<file path="config.mk">
export PLATFORM = sky130hd
export DESIGN_NAME = serial_add_arbiter
export DESIGN_NICKNAME = d
export VERILOG_FILES = /design/src/rtl/serial_add_arbiter.sv
export SDC_FILE = /design/constraint.sdc
export NUM_CORES = 1
export LEC_CHECK = 0
export BUFFER_PORTS_ARGS = -buffer_cell sky130_fd_sc_hd__buf_2
export CELL_PAD_IN_SITES_DETAIL_PLACEMENT = 1
export CELL_PAD_IN_SITES_GLOBAL_PLACEMENT = 2
export CORE_UTILIZATION = 32
export CTS_CLUSTER_DIAMETER = 80
export DETAILED_ROUTE_END_ITERATION = 8
export GPL_ROUTABILITY_DRIVEN = 0
export PLACE_DENSITY_LB_ADDON = 0.1
export SKIP_CTS_REPAIR_TIMING = 1
export SYNTH_ARGS = -nofsm -noshare
export SYNTH_HDL_FRONTEND = slang
export SYNTH_SLANG_ARGS = --single-unit
</file>
<file path="constraint.sdc">
create_clock -name clk -period 2.95 [get_ports clk]
set_input_delay 0.1475 -clock clk [delete_from_list [all_inputs] [get_ports clk]]
set_output_delay 0.1475 -clock clk [all_outputs]
set_load 0.1 [all_outputs]
</file>
<file path="src/rtl/serial_add_arbiter.sv">
// Two-requester adder sharing a single 4-bit ripple-carry slice.
// Each accepted operation is summed one slice per clock, LSB slice first.
module serial_add_arbiter #(
    parameter int NSLICE = 4
) (
    input  logic                clk,
    input  logic                rst_n,
    input  logic                req0_valid,
    input  logic [4*NSLICE-1:0] req0_a,
    input  logic [4*NSLICE-1:0] req0_b,
    input  logic                req0_cin,
    output logic                req0_ready,
    input  logic                req1_valid,
    input  logic [4*NSLICE-1:0] req1_a,
    input  logic [4*NSLICE-1:0] req1_b,
    input  logic                req1_cin,
    output logic                req1_ready,
    output logic                res_valid,
    output logic [4*NSLICE-1:0] res_sum,
    output logic                res_cout,
    output logic                res_id,
    input  logic                res_ready
);

    localparam int W  = 4 * NSLICE;
    localparam int CW = (NSLICE > 1) ? $clog2(NSLICE) : 1;
    localparam logic [CW-1:0] LAST_SLICE = CW'(NSLICE - 1);

    typedef enum logic [1:0] {IDLE, ADD, DONE} state_t;

    state_t          state;
    logic [W-1:0]    a_reg;
    logic [W-1:0]    b_reg;
    logic [W-1:0]    sum_acc;
    logic [W-1:0]    next_acc;
    logic [CW-1:0]   cnt;
    logic            carry;
    logic            op_id;
    logic            last;
    logic            grant;
    logic [3:0]      slice_a;
    logic [3:0]      slice_b;
    logic [3:0]      slice_s;
    logic [4:0]      c;

    // On a tie the requester that was not granted last wins; otherwise any lone requester.
    always_comb begin
        if (req0_valid && req1_valid) grant = ~last;
        else                          grant = req1_valid;
    end

    assign req0_ready = (state == IDLE) && req0_valid && !grant;
    assign req1_ready = (state == IDLE) && req1_valid &&  grant;

    always_comb begin
        slice_a  = a_reg[int'(cnt)*4 +: 4];
        slice_b  = b_reg[int'(cnt)*4 +: 4];
        slice_s  = '0;
        c        = '0;
        c[0]     = carry;
        for (int i = 0; i < 4; i++) begin
            slice_s[i] = slice_a[i] ^ slice_b[i] ^ c[i];
            c[i+1]     = (slice_a[i] & slice_b[i]) | (c[i] & (slice_a[i] ^ slice_b[i]));
        end
        next_acc = sum_acc;
        next_acc[int'(cnt)*4 +: 4] = slice_s;
    end

    // Results are published only on entry to DONE, so outputs stay frozen while a new sum builds.
    always_ff @(posedge clk or negedge rst_n) begin
        if (!rst_n) begin
            state     <= IDLE;
            a_reg     <= '0;
            b_reg     <= '0;
            sum_acc   <= '0;
            cnt       <= '0;
            carry     <= 1'b0;
            op_id     <= 1'b0;
            last      <= 1'b1;
            res_valid <= 1'b0;
            res_sum   <= '0;
            res_cout  <= 1'b0;
            res_id    <= 1'b0;
        end else begin
            case (state)
                IDLE: begin
                    if (req0_ready || req1_ready) begin
                        a_reg <= grant ? req1_a : req0_a;
                        b_reg <= grant ? req1_b : req0_b;
                        carry <= grant ? req1_cin : req0_cin;
                        op_id <= grant;
                        last  <= grant;
                        cnt   <= '0;
                        state <= ADD;
                    end
                end
                ADD: begin
                    sum_acc <= next_acc;
                    carry   <= c[4];
                    if (cnt == LAST_SLICE) begin
                        res_sum   <= next_acc;
                        res_cout  <= c[4];
                        res_id    <= op_id;
                        res_valid <= 1'b1;
                        state     <= DONE;
                    end else begin
                        cnt <= cnt + 1'b1;
                    end
                end
                DONE: begin
                    if (res_ready) begin
                        res_valid <= 1'b0;
                        state     <= IDLE;
                    end
                end
                default: state <= IDLE;
            endcase
        end
    end

endmodule

</file>
==> run summary <==
I/O pin count = 92
clock tree skew after final layout = 0.00424 ns
critical path depth = 11
Floorplan Core Area = 12800 um^2
worst slew pin tran = 0.941 ns
maximum ir drop on the vdd rail = 0.688 mV
half-perimeter wire length after placement = 7.67 mm
synthesis warning total = 0
number of global-route vias before repair = 3483
number of unique standard cell types used by synthesis = 43
wire length of the first global-routing pass = 17.8 mm
syn avg cell area = 11.2 um^2
clock transition at the registers of the reported paths = 0.06 ns
reg-to-reg slack, setup = 0.11 ns
number of buffers created by CTS = 9
area of the mapped netlist = 4290 um^2
depth of the CTS H-tree = 3
violated checks = negative hold slack
die outline area = 13900 um^2
flip-flop and latch count after synthesis = 74
Clock Path Buffers = 2
CP Data Required Time = 3.20 ns
worst-skew pair later-pin latency = 0.33 ns
number of maximum-capacitance violations = 0
achievable clock frequency = 0.352 GHz
endpoint of the worst-slack reg-to-reg timing path = res_sum[3]$_DFFE_PN0P_
DR WL/cell = 16.3 um
number of antenna-violating nets in the routed design = 0
count of buffers inserted at the top-level ports = 91
DRC marker count from the first detailed-route iteration = 92
logic depth of the worst register-to-register path = 11
largest stage delay on the critical path = 0.69 ns
CTS sink cnt = 74
worst min path class = primary input to asynchronous set/reset pin
most numerous cell types in the synthesized netlist = 73 x sky130_fd_sc_hd__dfrtp_1, 70 x sky130_fd_sc_hd__nand2_1, 50 x sky130_fd_sc_hd__a21oi_1
Vert. Die Dim = 118 um
number of enable flip-flop cells after synthesis = 0
post-synthesis cell count = 384
run status = complete, but fails checks
Setup Viol. Count Final = 0
effective utilization at floorplan = 0.334
worst-case headroom to the max-slew limit = 0.372
vias post-DR = 3130
overflow left after global routing = 0
standby leakage power = 2.20 nW
top cell type by total area after synthesis = sky130_fd_sc_hd__dfrtp_1
Worst Slack Setup Final = 0.113 ns
number of search-and-repair iterations in the first detailed-routing pass = 4
Crit-path slowest cell = sky130_fd_sc_hd__fa_2
cell breakdown of the critical path = mux4_2, inv_2, fa_2, inv_2, fa_2, inv_2, fa_2, inv_2, fa_2, a21oi_2, a21oi_1
setup repair after global routing missed its margin = yes
library cell used as clock root buffer = sky130_fd_sc_hd__clkbuf_16
Top FF cell, synth = sky130_fd_sc_hd__dfrtp_1
final core utilization = 0.406
sequential area share after synthesis = 0.432
endpoints failing hold = 47
total track usage = 0.162
Setup WS pre-CTS = 0.0254 ns
Max FO, Critical Path = 8
shortest clock period the worst path allows after layout = 2.84 ns
total wire length after detailed routing = 10.5 mm
fraction of layout instances using a drive strength above 1 = 0.390
maximum number of pins on one net before global-route repair = 75
CTS tree = yes
cell type group with the largest total delay on the critical path = adder cells
r2r startpoint = cnt[0]$_DFFE_PN0P_
signal arrival time at the worst endpoint = 3.09 ns
final sum of negative setup slack = 0 ns
share of flip-flops with an asynchronous set or reset = 1.00
Layout area overhead = 21.6%
critical path type = flip-flop to flip-flop
Pwr Density = 1450 nW/um^2
leading cell type by number of instances after synthesis = sky130_fd_sc_hd__dfrtp_1
width of the die = 118 um
count of buffering cells on the critical path with inverters included = 4
Post-route DRC = 0
Post-Syn Nets = 465
source of the critical timing path = cnt[0]$_DFFE_PN0P_
floorplan row count = 41
proportion of netlist area held by the largest area contributor = 0.426
part of the cycle the worst path needs = 0.962
Final Total Pwr = 7.57 mW
Post-Route Hold Slack = -0.0506 ns
antenna violations before repair = 0
via/cell ratio = 4.86
largest cells by area after synthesis = sky130_fd_sc_hd__dfrtp_1 43%, sky130_fd_sc_hd__a31oi_4 15%, sky130_fd_sc_hd__nand2_1 6.1%, sky130_fd_sc_hd__a21oi_1 5.8%, sky130_fd_sc_hd__mux4_2 4.2%
Worst Setup End Kind = flip-flop
net count of the finished layout = 548
critical path capture point = res_sum[3]$_DFFE_PN0P_
startpoint class of the critical path = flip-flop
Antenna Cells = 0
count of pins over their slew limit = 0
[routing by layer]
metal / vias to the layer above / part of all wire / global-route usage
li1: 1527 / - / -
met1: 1527 / 0.46 / 0.204
met2: 65 / 0.49 / 0.278
met3: 11 / 0.028 / 0.0233
met4: 0 / 0.018 / 0.0689
met5: - / 0 / 0
[logic make-up after synthesis]
logic type,count (synthesis),share of synthesized area
simple gates,123,0.136
compound gates,119,0.281
flops,74,0.432
buf+inv,46,0.0616
mux,12,0.0523
fa+ha+maj,10,0.0362
[cells in the final DEF, fill, tap and decap left out, drive strengths merged, types with 9 or more instances in the layout]
| master | count |
|---|---|
| nor2 | 19 |
| nand2 | 70 |
| clkbuf | 9 |
| buf | 105 |
| nand2b | 13 |
| a22o | 9 |
| a21oi | 50 |
| dfrtp | 73 |
| a31oi | 38 |
| inv | 13 |
[worst min path at each step]
stage,startpoint,end,slack [ns],depth (start not counted)
floorplan,rst_n,a_reg[0]$_DFFE_PN0P_,-0.15,0
global placement,rst_n,res_sum[12]$_DFFE_PN0P_,0.37,1
detailed placement,rst_n,res_sum[13]$_DFFE_PN0P_,0.37,1
CTS,rst_n,res_sum[13]$_DFFE_PN0P_,-0.001,1
global route,rst_n,res_sum[13]$_DFFE_PN0P_,0.05,1
finish,rst_n,state[1]$_DFFE_PN0P_,-0.05,1
[per-stage QoR]
stage / instances / area [um^2]
after floorplan: 384 / 4300
after global placement: 627 / 4860
after detailed placement: 627 / 4860
after CTS: 643 / 5180
after global routing: 644 / 5210
final: 644 / 5210
[power breakdown]
group	internal (mW)	switching [mW]	total (mW)
registers	1.50	0.329	1.83
logic	1.59	2.98	4.57
clock network	0.738	0.429	1.17
total	3.83	3.74	7.57
[cell type report]
cell class | instances | area [um^2]
Sequential cell | 74 | 1850
Multi-Input combinational cell | 264 | 2200
Timing Repair Buffer | 105 | 576
Tap cell | 172 | 215
Clock inverter | 7 | 93.8
Clock buffer | 9 | 225
Inverter | 13 | 48.8
Fill cell | 1470 | 7610
[worst register-to-register path: cells and delay by family, from the launching register on]
| kind | cells | cell delay, ns |
|---|---|---|
| AOI/OAI and AO/OA | 2 | 0.21 |
| adders and majority gates | 4 | 1.40 |
| buffers and inverters | 4 | 0.22 |
| DFF | 1 | 0.40 |
| muxes | 1 | 0.52 |
Power figures use the tool's default switching activity.
